## src/rtl/bmem_pkg.sv

```systemverilog
// Shared definitions for the CPU-to-DRAM request queue.
// Holds burst geometry, default sizing, the queued request entry and the
// dispatch state encoding used by bmem_req_queue and its FIFO.
package bmem_pkg;

  localparam int BURST_LEN     = 4;
  localparam int BW            = $clog2(BURST_LEN);
  localparam int DEF_QDEPTH    = 4;
  localparam int DEF_MAX_OUTST = 8;

  // One queued request; reads carry a zero data field.
  typedef struct packed {
    logic [31:0]                 addr;
    logic                        is_write;
    logic [BURST_LEN-1:0][63:0]  data;
  } req_entry_t;

  typedef enum logic [1:0] {
    IDLE     = 2'd0,
    RD_ISSUE = 2'd1,
    WR_BEAT  = 2'd2
  } disp_state_t;

endpackage

```

## src/rtl/bmem_req_fifo.sv

```systemverilog
// Purpose: generic in-order storage FIFO for queued memory requests.
// Latency: an entry pushed in cycle N is visible at head_dat in cycle N+1.
// Backpressure: caller checks count before pushing; a push into a full FIFO is dropped.
// Ports: clk/rst, push/push_dat (enqueue), pop (dequeue head),
//        head_dat (oldest entry), count (occupancy), empty.
module bmem_req_fifo #(
  parameter int  DEPTH   = 4,
  parameter type entry_t = logic [7:0]
) (
  input  logic                       clk,
  input  logic                       rst,
  input  logic                       push,
  input  entry_t                     push_dat,
  input  logic                       pop,
  output entry_t                     head_dat,
  output logic [$clog2(DEPTH+1)-1:0] count,
  output logic                       empty
);
  localparam int PW = (DEPTH > 1) ? $clog2(DEPTH) : 1;
  localparam int CW = $clog2(DEPTH + 1);

  entry_t        mem [DEPTH];
  logic [PW-1:0] wr_ptr;
  logic [PW-1:0] rd_ptr;
  logic          full;
  logic          do_push;
  logic          do_pop;

  // Explicit wrap so non-power-of-two depths stay in range.
  function automatic logic [PW-1:0] ptr_inc(input logic [PW-1:0] p);
    return (p == PW'(DEPTH - 1)) ? '0 : p + PW'(1);
  endfunction

  assign empty    = (count == '0);
  assign full     = (count == CW'(DEPTH));
  assign do_push  = push && !full;
  assign do_pop   = pop && !empty;
  assign head_dat = mem[rd_ptr];

  always_ff @(posedge clk or posedge rst) begin
    if (rst) begin
      wr_ptr <= '0;
      rd_ptr <= '0;
      count  <= '0;
    end else begin
      if (do_push) wr_ptr <= ptr_inc(wr_ptr);
      if (do_pop)  rd_ptr <= ptr_inc(rd_ptr);
      if (do_push && !do_pop)      count <= count + CW'(1);
      else if (!do_push && do_pop) count <= count - CW'(1);
    end
  end

  always_ff @(posedge clk) begin
    if (do_push) mem[wr_ptr] <= push_dat;
  end

endmodule

```

## src/rtl/bmem_req_queue.sv

```systemverilog
// Purpose: buffers CPU read/write-burst requests and dispatches them in order to DRAM.
// Latency: a request accepted in cycle N drives dram_* in cycle N+1; responses forwarded 1 cycle later.
// Backpressure: cpu_bmem_ready drops when the queue is full or a write burst is in flight; responses have none.
// Ports: cpu_bmem_* request/response toward the CPU, dram_* request/response
//        toward DRAM, proto_err sticky CPU protocol violation flag.
module bmem_req_queue
  import bmem_pkg::*;
#(
  parameter int QDEPTH    = DEF_QDEPTH,
  parameter int MAX_OUTST = DEF_MAX_OUTST
) (
  input  logic        clk,
  input  logic        rst,
  input  logic [31:0] cpu_bmem_addr,
  input  logic        cpu_bmem_read,
  input  logic        cpu_bmem_write,
  input  logic [63:0] cpu_bmem_wdata,
  output logic        cpu_bmem_ready,
  output logic [31:0] cpu_bmem_raddr,
  output logic [63:0] cpu_bmem_rdata,
  output logic        cpu_bmem_rvalid,
  output logic [31:0] dram_addr,
  output logic        dram_read,
  output logic        dram_write,
  output logic [63:0] dram_wdata,
  input  logic        dram_ready,
  input  logic [31:0] dram_raddr,
  input  logic [63:0] dram_rdata,
  input  logic        dram_rvalid,
  output logic        proto_err
);
  localparam int CW = $clog2(QDEPTH + 1);
  localparam int OW = $clog2(MAX_OUTST + 1);

  // CPU-side write burst assembly; wr_cnt is the next expected beat, 0 = idle.
  logic [BW-1:0]              wr_cnt;
  logic [31:0]                wr_addr;
  logic [BURST_LEN-2:0][63:0] wr_data;
  logic                       in_burst;
  logic                       wr_start;
  logic                       wr_last;
  logic                       rd_acc;
  logic                       burst_err;

  logic                       push;
  req_entry_t                 push_dat;
  logic                       pop;
  req_entry_t                 head;
  logic [CW-1:0]              fifo_count;
  logic                       fifo_empty;

  disp_state_t                state, state_nxt;
  logic [BW-1:0]              db, db_nxt;
  logic                       look_vld;
  logic                       look_is_write;
  logic                       rd_issue;

  logic [OW-1:0]              outst;
  logic [BW-1:0]              rbeat;
  logic                       rsp_dec;

  assign in_burst       = (wr_cnt != '0);
  assign cpu_bmem_ready = !rst && (fifo_count < CW'(QDEPTH)) && !in_burst;
  assign wr_start       = cpu_bmem_write && cpu_bmem_ready;
  assign rd_acc         = cpu_bmem_read && !cpu_bmem_write && cpu_bmem_ready;
  assign wr_last        = in_burst && (wr_cnt == BW'(BURST_LEN - 1));
  // Space was reserved at beat 0, so the entry is only written once complete.
  assign push           = rd_acc || wr_last;
  assign burst_err      = (cpu_bmem_read && cpu_bmem_write) ||
                          (in_burst && (!cpu_bmem_write || (cpu_bmem_addr != wr_addr)));

  always_comb begin
    push_dat = '0;
    if (wr_last) begin
      push_dat.addr     = wr_addr;
      push_dat.is_write = 1'b1;
      push_dat.data     = {cpu_bmem_wdata, wr_data};
    end else begin
      push_dat.addr     = cpu_bmem_addr;
    end
  end

  always_ff @(posedge clk or posedge rst) begin
    if (rst) begin
      wr_cnt    <= '0;
      wr_addr   <= '0;
      wr_data   <= '0;
      proto_err <= 1'b0;
    end else begin
      if (wr_start) begin
        wr_cnt     <= BW'(1);
        wr_addr    <= cpu_bmem_addr;
        wr_data[0] <= cpu_bmem_wdata;
      end else if (in_burst) begin
        // Beats 1-3 are consumed every cycle whether or not write is held.
        wr_cnt <= wr_cnt + BW'(1);
        if (!wr_last) wr_data[wr_cnt] <= cpu_bmem_wdata;
      end
      if (burst_err) proto_err <= 1'b1;
    end
  end

  bmem_req_fifo #(
    .DEPTH   (QDEPTH),
    .entry_t (req_entry_t)
  ) u_fifo (
    .clk      (clk),
    .rst      (rst),
    .push     (push),
    .push_dat (push_dat),
    .pop      (pop),
    .head_dat (head),
    .count    (fifo_count),
    .empty    (fifo_empty)
  );

  // When the FIFO is empty, IDLE decides on the entry being pushed this cycle
  // so a fresh request reaches DRAM one cycle after acceptance.
  assign look_vld      = !fifo_empty || push;
  assign look_is_write = fifo_empty ? wr_last : head.is_write;

  always_ff @(posedge clk or posedge rst) begin
    if (rst) begin
      state <= IDLE;
      db    <= '0;
    end else begin
      state <= state_nxt;
      db    <= db_nxt;
    end
  end

  always_comb begin
    state_nxt  = state;
    db_nxt     = db;
    pop        = 1'b0;
    rd_issue   = 1'b0;
    dram_read  = 1'b0;
    dram_write = 1'b0;
    dram_addr  = '0;
    dram_wdata = '0;
    case (state)
      IDLE: begin
        if (look_vld) begin
          if (look_is_write) begin
            state_nxt = WR_BEAT;
            db_nxt    = '0;
          end else if (outst < OW'(MAX_OUTST)) begin
            state_nxt = RD_ISSUE;
          end
        end
      end
      RD_ISSUE: begin
        dram_read = 1'b1;
        dram_addr = head.addr;
        if (dram_ready) begin
          pop       = 1'b1;
          rd_issue  = 1'b1;
          state_nxt = IDLE;
        end
      end
      WR_BEAT: begin
        dram_write = 1'b1;
        dram_addr  = head.addr;
        dram_wdata = head.data[db];
        // Only beat 0 waits for DRAM; the rest stream unconditionally.
        if ((db != '0) || dram_ready) begin
          db_nxt = db + BW'(1);
          if (db == BW'(BURST_LEN - 1)) begin
            pop       = 1'b1;
            state_nxt = IDLE;
          end
        end
      end
      default: state_nxt = IDLE;
    endcase
  end

  // Floor at zero so responses to reads issued before a reset are not counted.
  assign rsp_dec = dram_rvalid && (rbeat == BW'(BURST_LEN - 1)) && (outst != '0);

  always_ff @(posedge clk or posedge rst) begin
    if (rst) begin
      cpu_bmem_rvalid <= 1'b0;
      cpu_bmem_raddr  <= '0;
      cpu_bmem_rdata  <= '0;
      rbeat           <= '0;
      outst           <= '0;
    end else begin
      cpu_bmem_rvalid <= dram_rvalid;
      cpu_bmem_raddr  <= dram_raddr;
      cpu_bmem_rdata  <= dram_rdata;
      if (dram_rvalid) rbeat <= rbeat + BW'(1);
      if (rd_issue && !rsp_dec)      outst <= outst + OW'(1);
      else if (!rd_issue && rsp_dec) outst <= outst - OW'(1);
    end
  end

endmodule

```

## config.mk

```make
export PLATFORM = sky130hd
export DESIGN_NAME = bmem_req_queue
export DESIGN_NICKNAME = d
export VERILOG_FILES = /design/src/rtl/bmem_pkg.sv /design/src/rtl/bmem_req_fifo.sv /design/src/rtl/bmem_req_queue.sv
export SDC_FILE = /design/constraint.sdc
export NUM_CORES = 2
export LEC_CHECK = 0
export BUFFER_PORTS_ARGS = -buffer_cell sky130_fd_sc_hd__buf_2
export CAP_MARGIN = 20
export CORE_ASPECT_RATIO = 1.4
export CORE_MARGIN = 5
export CORE_UTILIZATION = 45
export DETAILED_ROUTE_END_ITERATION = 16
export PLACE_DENSITY = 0.72
export SLEW_MARGIN = 20
export SYNTH_ARGS = -nofsm -noshare
export SYNTH_HDL_FRONTEND = slang
export SYNTH_SLANG_ARGS = --single-unit
```

## constraint.sdc

```tcl
create_clock -name clk -period 17.9 [get_ports clk]
set_input_delay 0.895 -clock clk [delete_from_list [all_inputs] [get_ports clk]]
set_output_delay 0.895 -clock clk [all_outputs]
set_load 0.01 [all_outputs]
```

* Word level (Yosys, flattened, before mapping)
Memory sizes are Yosys's and may differ from the RTL's.
Index checks and enable logic that the tools add are counted.
** Operators by class
- Add/subtract/negate cells :: 9
- Magnitude comparators :: 5
- Eq/ne operators :: 16
- Mux-type cells :: 41
- Bitwise gates (word level) :: 2
- Reductions and logical operators :: 45
** Operators by type and width (count)
- two-way mux 64 bit :: 6
- two-way mux 257 bit :: 1
- bitwise mux 192 bit :: 1
- binary-select mux 64 bit (select 2 bit) :: 1
- demux 64 bit (select 2 bit) :: 1
- two-way mux 32 bit :: 2
- inequality test 32 bit :: 1
- two-way mux 2 bit :: 13
- logical AND 1 bit :: 17
- == test 2 bit (second input constant) :: 6
- inequality test 2 bit (second input constant) :: 6
- nonzero test 2 bit :: 6
- adder 2 x 1 -> 2 bit (second input constant) :: 5
- zero test 1 bit :: 9
- two-way mux 1 bit :: 9
- two-way mux 4 bit :: 2
- < comparator 2 x 3 -> 1 bit (second input constant) :: 2
- two-way mux 3 bit :: 2
- one-hot mux 2 bit (3 select lines) :: 1
- logical OR 1 bit :: 5
- AND reduction 5 bit :: 1
- adder 4 x 1 -> 4 bit (second input constant) :: 1
- < comparator 4 bit (second input constant) :: 1
- one-hot mux 2 bit (2 select lines) :: 1
- 17 further kinds :: 18
** Storage, ports and cells
- Register bits after elaboration :: 341
- Bits in writable memories :: 1156
- Output and inout bits :: 197
- Word-level logic and storage cells :: 135
- Memories kept :: 1
** Memory list
- u_fifo.mem :: depth 4, width 289, rd ports 1, clocked after memory_dff 0, wr ports 1, line bmem_req_fifo.sv:22 : entry_t mem [DEPTH];

* Longest topological paths before layout
- Depth after elaboration :: 10
- Depth in mapped cells :: 12
- Gate-level depth less buffers :: 12

* Cells and area by module
Synthesis repeated with hierarchy kept, for this count alone.
** Unflattened totals
- Cells, all modules :: 2901
- Area, all modules :: 58756.4 um2
** By module, submodules not included
- bmem_req_fifo :: times used 1, cells an instance 1547, area an instance 42444.5 um2
- bmem_req_queue :: times used 1, cells an instance 1354, area an instance 16311.9 um2

* Least setup slack after synthesis
Ideal clock, no wire load.
- Path type :: in2reg
- Start point :: input rst
- End point :: memory u_fifo.mem[0][0] (netlist name), enable pin
- Data arrival time :: 8426 ps
- Data required time :: 17213 ps
- Setup slack :: 8787 ps
- Stages on the path :: 4
- Path through :: nor3b_1 > a31oi_1 > a21oi_1 > and2_1
** On the way
- Longest elaborated chain between the ends :: 8
** RTL lines
- start: declaration :: line bmem_req_queue.sv:13 : input logic rst,
- zero test 1 bit (no line)
- logical AND 1 bit (2 in series) :: line bmem_req_queue.sv:63 : assign cpu_bmem_ready = !rst && (fifo_count < CW'(QDEPTH)) && !in_burst;
- logical AND 1 bit :: line bmem_req_queue.sv:65 : assign rd_acc = cpu_bmem_read && !cpu_bmem_write && cpu_bmem_ready;
- logical OR 1 bit :: line bmem_req_queue.sv:68 : assign push = rd_acc || wr_last;
- logical AND 1 bit :: line bmem_req_fifo.sv:36 : assign do_push = push && !full;
- net u_fifo.do_push :: line bmem_req_fifo.sv:26 : logic do_push;
- two-way mux 1 bit :: line bmem_req_fifo.sv:54 : if (do_push) mem[wr_ptr] <= push_dat;
- two-way mux 1 bit (not written as such) :: line bmem_req_fifo.sv:54
- end: declaration :: line bmem_req_fifo.sv:22
The timed path passes the listed nets, and every way through them passes these cells.

* Worst setup path after layout
- Start point :: register u_fifo.rd_ptr[0]
- End point :: output dram_wdata[23]
** On the way
- Longest elaborated chain between the ends :: 4
** RTL lines
- start: declaration :: line bmem_req_fifo.sv:24 : logic [PW-1:0] rd_ptr;
- start signal: assignment :: line bmem_req_fifo.sv:47 : if (do_pop) rd_ptr <= ptr_inc(rd_ptr);
- memory (4 x 289 bit)
- binary-select mux 64 bit (select 2 bit) :: line bmem_req_queue.sv:164 : dram_wdata = head.data[db];
- two-way mux 64 bit (not written as such) :: line bmem_req_queue.sv:164
- two-way mux 64 bit :: line bmem_req_queue.sv:141 : case (state)
- end: declaration :: line bmem_req_queue.sv:25 : output logic [63:0] dram_wdata,
Every way passes these cells. The select of a mux whose other input is x is not followed.

==> run metrics <==
status finished, final reports clean; WL/cell 23.1 um; PD cells 167 nW/um2; Placed Cells incl. Taps 4907; wirelength, routed 119 mm; post-synth top area share 59.3%; setup violators final 0; power after layout 0.0112 W; Peak VDD IR 0.0995 mV; RSZ-0062 raised after global routing false; Synth warnings 0; Worst Tran Pin Value 1090 ps; Final Hold Fails 0; distinct cell type count after synthesis 42; Seq/Total Area, Yosys 73.9%; vias in the first global route 30300; Die Ht 437 um; Synth area leaders edfxtp_1 59%, dfrtp_1 15%, mux4_2 12%; Max Fclk 149 MHz; Synth async-reset ratio 22.8%; Setup Buffers After CTS 0; CP required 17010 ps; EDFF count, synth 1156; initial antenna violation count 30; most frequent cells after synthesis 1156 x edfxtp_1, 357 x and2_1, 341 x dfrtp_1; cts hold-fix bufs 0; crit path launch type flip-flop; Clock Latency Late Sink 770 ps; WP data arrival 5840 ps; Pleak 23.8 nW; GRT overflow 0; post-synth top area cell edfxtp_1; row cnt 156; Layout area overhead 14.3%; all-layer global routing usage 17.5%; Post-Synthesis Cells 2892; Crit. End Element primary output; die width 315 um; Syn Std Cell Area 58500 um2; largest net degree at the start of global routing 139; clock skew 29.7 ps; worst hold path class primary input to flip-flop; ANT nets after route 0; CORE AREA 129000 um2; Fill cells 10300; max_slew headroom 27.0%; DIE AREA 137000 um2; CTS tree built; kind of critical path flip-flop to primary output; CTS Root Cell clkbuf_16; Via density 5.37; layout cells sized above 1 33.9%; number of port buffers 394; DRC 0; CTS clk-pin slew, worst paths 60 ps; post_cts resized 0; Initial Utilization 45.3%; setup tns final 0 ps; count leader, synth edfxtp_1; syn avg cell area 20.2 um2; Non-Filler Instances 5175; final max-slew violation count 0; detailed-route via count 27800; cts bufs inserted 140; Synth Net Count 3113; max-cap viol count 0; synthesis-stage register bit count 1497; nets 3532; io pins 395; Worst Path Max Fanout 47; global-route wire length before repair 183 mm; minimum clock period 6730 ps; final period utilization 37.6%; hpwl dp 66.6 mm; clk sinks 1497; CTS Buffer Depth 3; 1st-pass router iterations 5; GPL Wtd Cong 0.745; Iteration-0 DRC Markers 1837; H-tree depth 4; Synth Flop Type edfxtp_1
==> where the power goes <==
| part | leakage (nW) | switching [W] | total [W] | internal, W |
|---|---|---|---|---|
| Combinational | 6.73 | 0.00171 | 0.00321 | 0.00150 |
| Sequential | 14.8 | 0.000302 | 0.00506 | 0.00476 |
| Clock | 2.25 | 0.00128 | 0.00292 | 0.00164 |
==> sequential cells by signal (all words and copies together) (netlist names) <==
register and cells:
u_fifo.wr_ptr 2, u_fifo.rd_ptr 2, u_fifo.count 3, u_fifo.mem 1156, proto_err 1, wr_data 192, cpu_bmem_rdata 64, outst 4
rbeat 2, db 2, cpu_bmem_raddr 32, state 2, wr_cnt 2, cpu_bmem_rvalid 1, wr_addr 32
==> cell families after synthesis <==
logic type      synth area share (%)
flops                           73.9
simple gates                    4.95
xor+xnor                       0.614
mux                             17.7
fa+ha+maj                      0.517
buf+inv                         1.55
compound gates                 0.787
==> placed cells by master, fill, tap and decap left out, types with 3 or more instances in the layout <==
master,instances
a21oi_1,6
and2_4,4
clkinv_16,4
ha_1,15
nor3_1,3
and2_1,353
clkbuf_1,38
inv_1,13
nand4_1,7
nor2_1,8
o21ai_0,22
mux4_2,310
dfrtp_4,3
bufinv_16,6
dfrtp_1,338
mux2_2,197
buf_4,41
clkinv_2,25
ha_4,5
mux4_1,43
inv_6,3
diode_2,7
nand2_1,135
o21ai_1,47
clkbuf_8,14
xnor2_1,30
xor2_1,11
clkbuf_16,143
clkinv_8,4
buf_2,394
clkinv_1,19
inv_16,4
edfxtp_1,1156
==> worst max-delay path, stage by stage, from the launching register on <==
cell,delay (ps)
dfrtp_4,980
buf_4,800
buf_4,820
buf_4,830
mux4_1,660
mux4_2,480
and2_1,220
buf_2,160
==> through the flow <==
stage / setup slack, ps / instance area [um2] / hold WS, ps / utilization [%]
2_1_floorplan: 7550 / 58500 / 442 / -
3_3_place_gp: 11710 / 62300 / 455 / 48.2
3_5_place_dp: 11660 / 62300 / 463 / 48.2
4_1_cts: 10810 / 66900 / 143 / 51.7
5_1_grt: 10570 / 66900 / 169 / 51.8
6_report: 11170 / 66900 / 226 / 51.8
==> area by class of cell <==
| type | count | area (um2) | share of cell area [%] |
|---|---|---|---|
| Sequential cell | 1497 | 43300 | 64.7 |
| Antenna cell | 7 | 17.5 | 0.0262 |
| Clock buffer | 195 | 3910 | 5.85 |
| Multi-Input combinational cell | 1220 | 14500 | 21.6 |
| Clock inverter | 66 | 676 | 1.01 |
| Tap cell | 1738 | 2170 | 3.25 |
| Inverter | 15 | 68.8 | 0.103 |
| Timing Repair Buffer | 437 | 2320 | 3.47 |
==> per-layer routing <==
| layer | track usage [%] | up-vias | routed length, um |
|---|---|---|---|
| li1 | - | 12200 | - |
| met2 | 31.9 | 683 | 64700 |
| met4 | 4.57 | 28 | 2270 |
| met5 | 0 | - | 178 |
| met1 | 20.9 | 14700 | 45900 |
| met3 | 3.90 | 175 | 6280 |
==> path summary, 6_finish.rpt <==
| kind | start | to | slack [ps] | cells after the start |
|---|---|---|---|---|
| worst min register to register | wr_data[63]$_DFFE_PP0P_ | wr_data[63]$_DFFE_PP0P_ | 470 | 2 |
| worst max register to register | wr_cnt[0]$_DFFE_PP0N_ | u_fifo.mem[0][209]$_DFFE_PP_ | 12390 | 7 |
| max in group asynchronous | rst | wr_data[27]$_DFFE_PP0P_ | 14600 | 5 |
| min in group asynchronous | rst | wr_addr[2]$_DFFE_PP0P_ | 240 | 2 |
| worst min-delay path | dram_raddr[31] | cpu_bmem_raddr[31]$_DFF_PP0_ | 230 | 1 |
| worst max-delay path | u_fifo.rd_ptr[0]$_DFFE_PP0P_ | dram_wdata[23] | 11170 | 7 |
(Power assumes the default switching activity.)
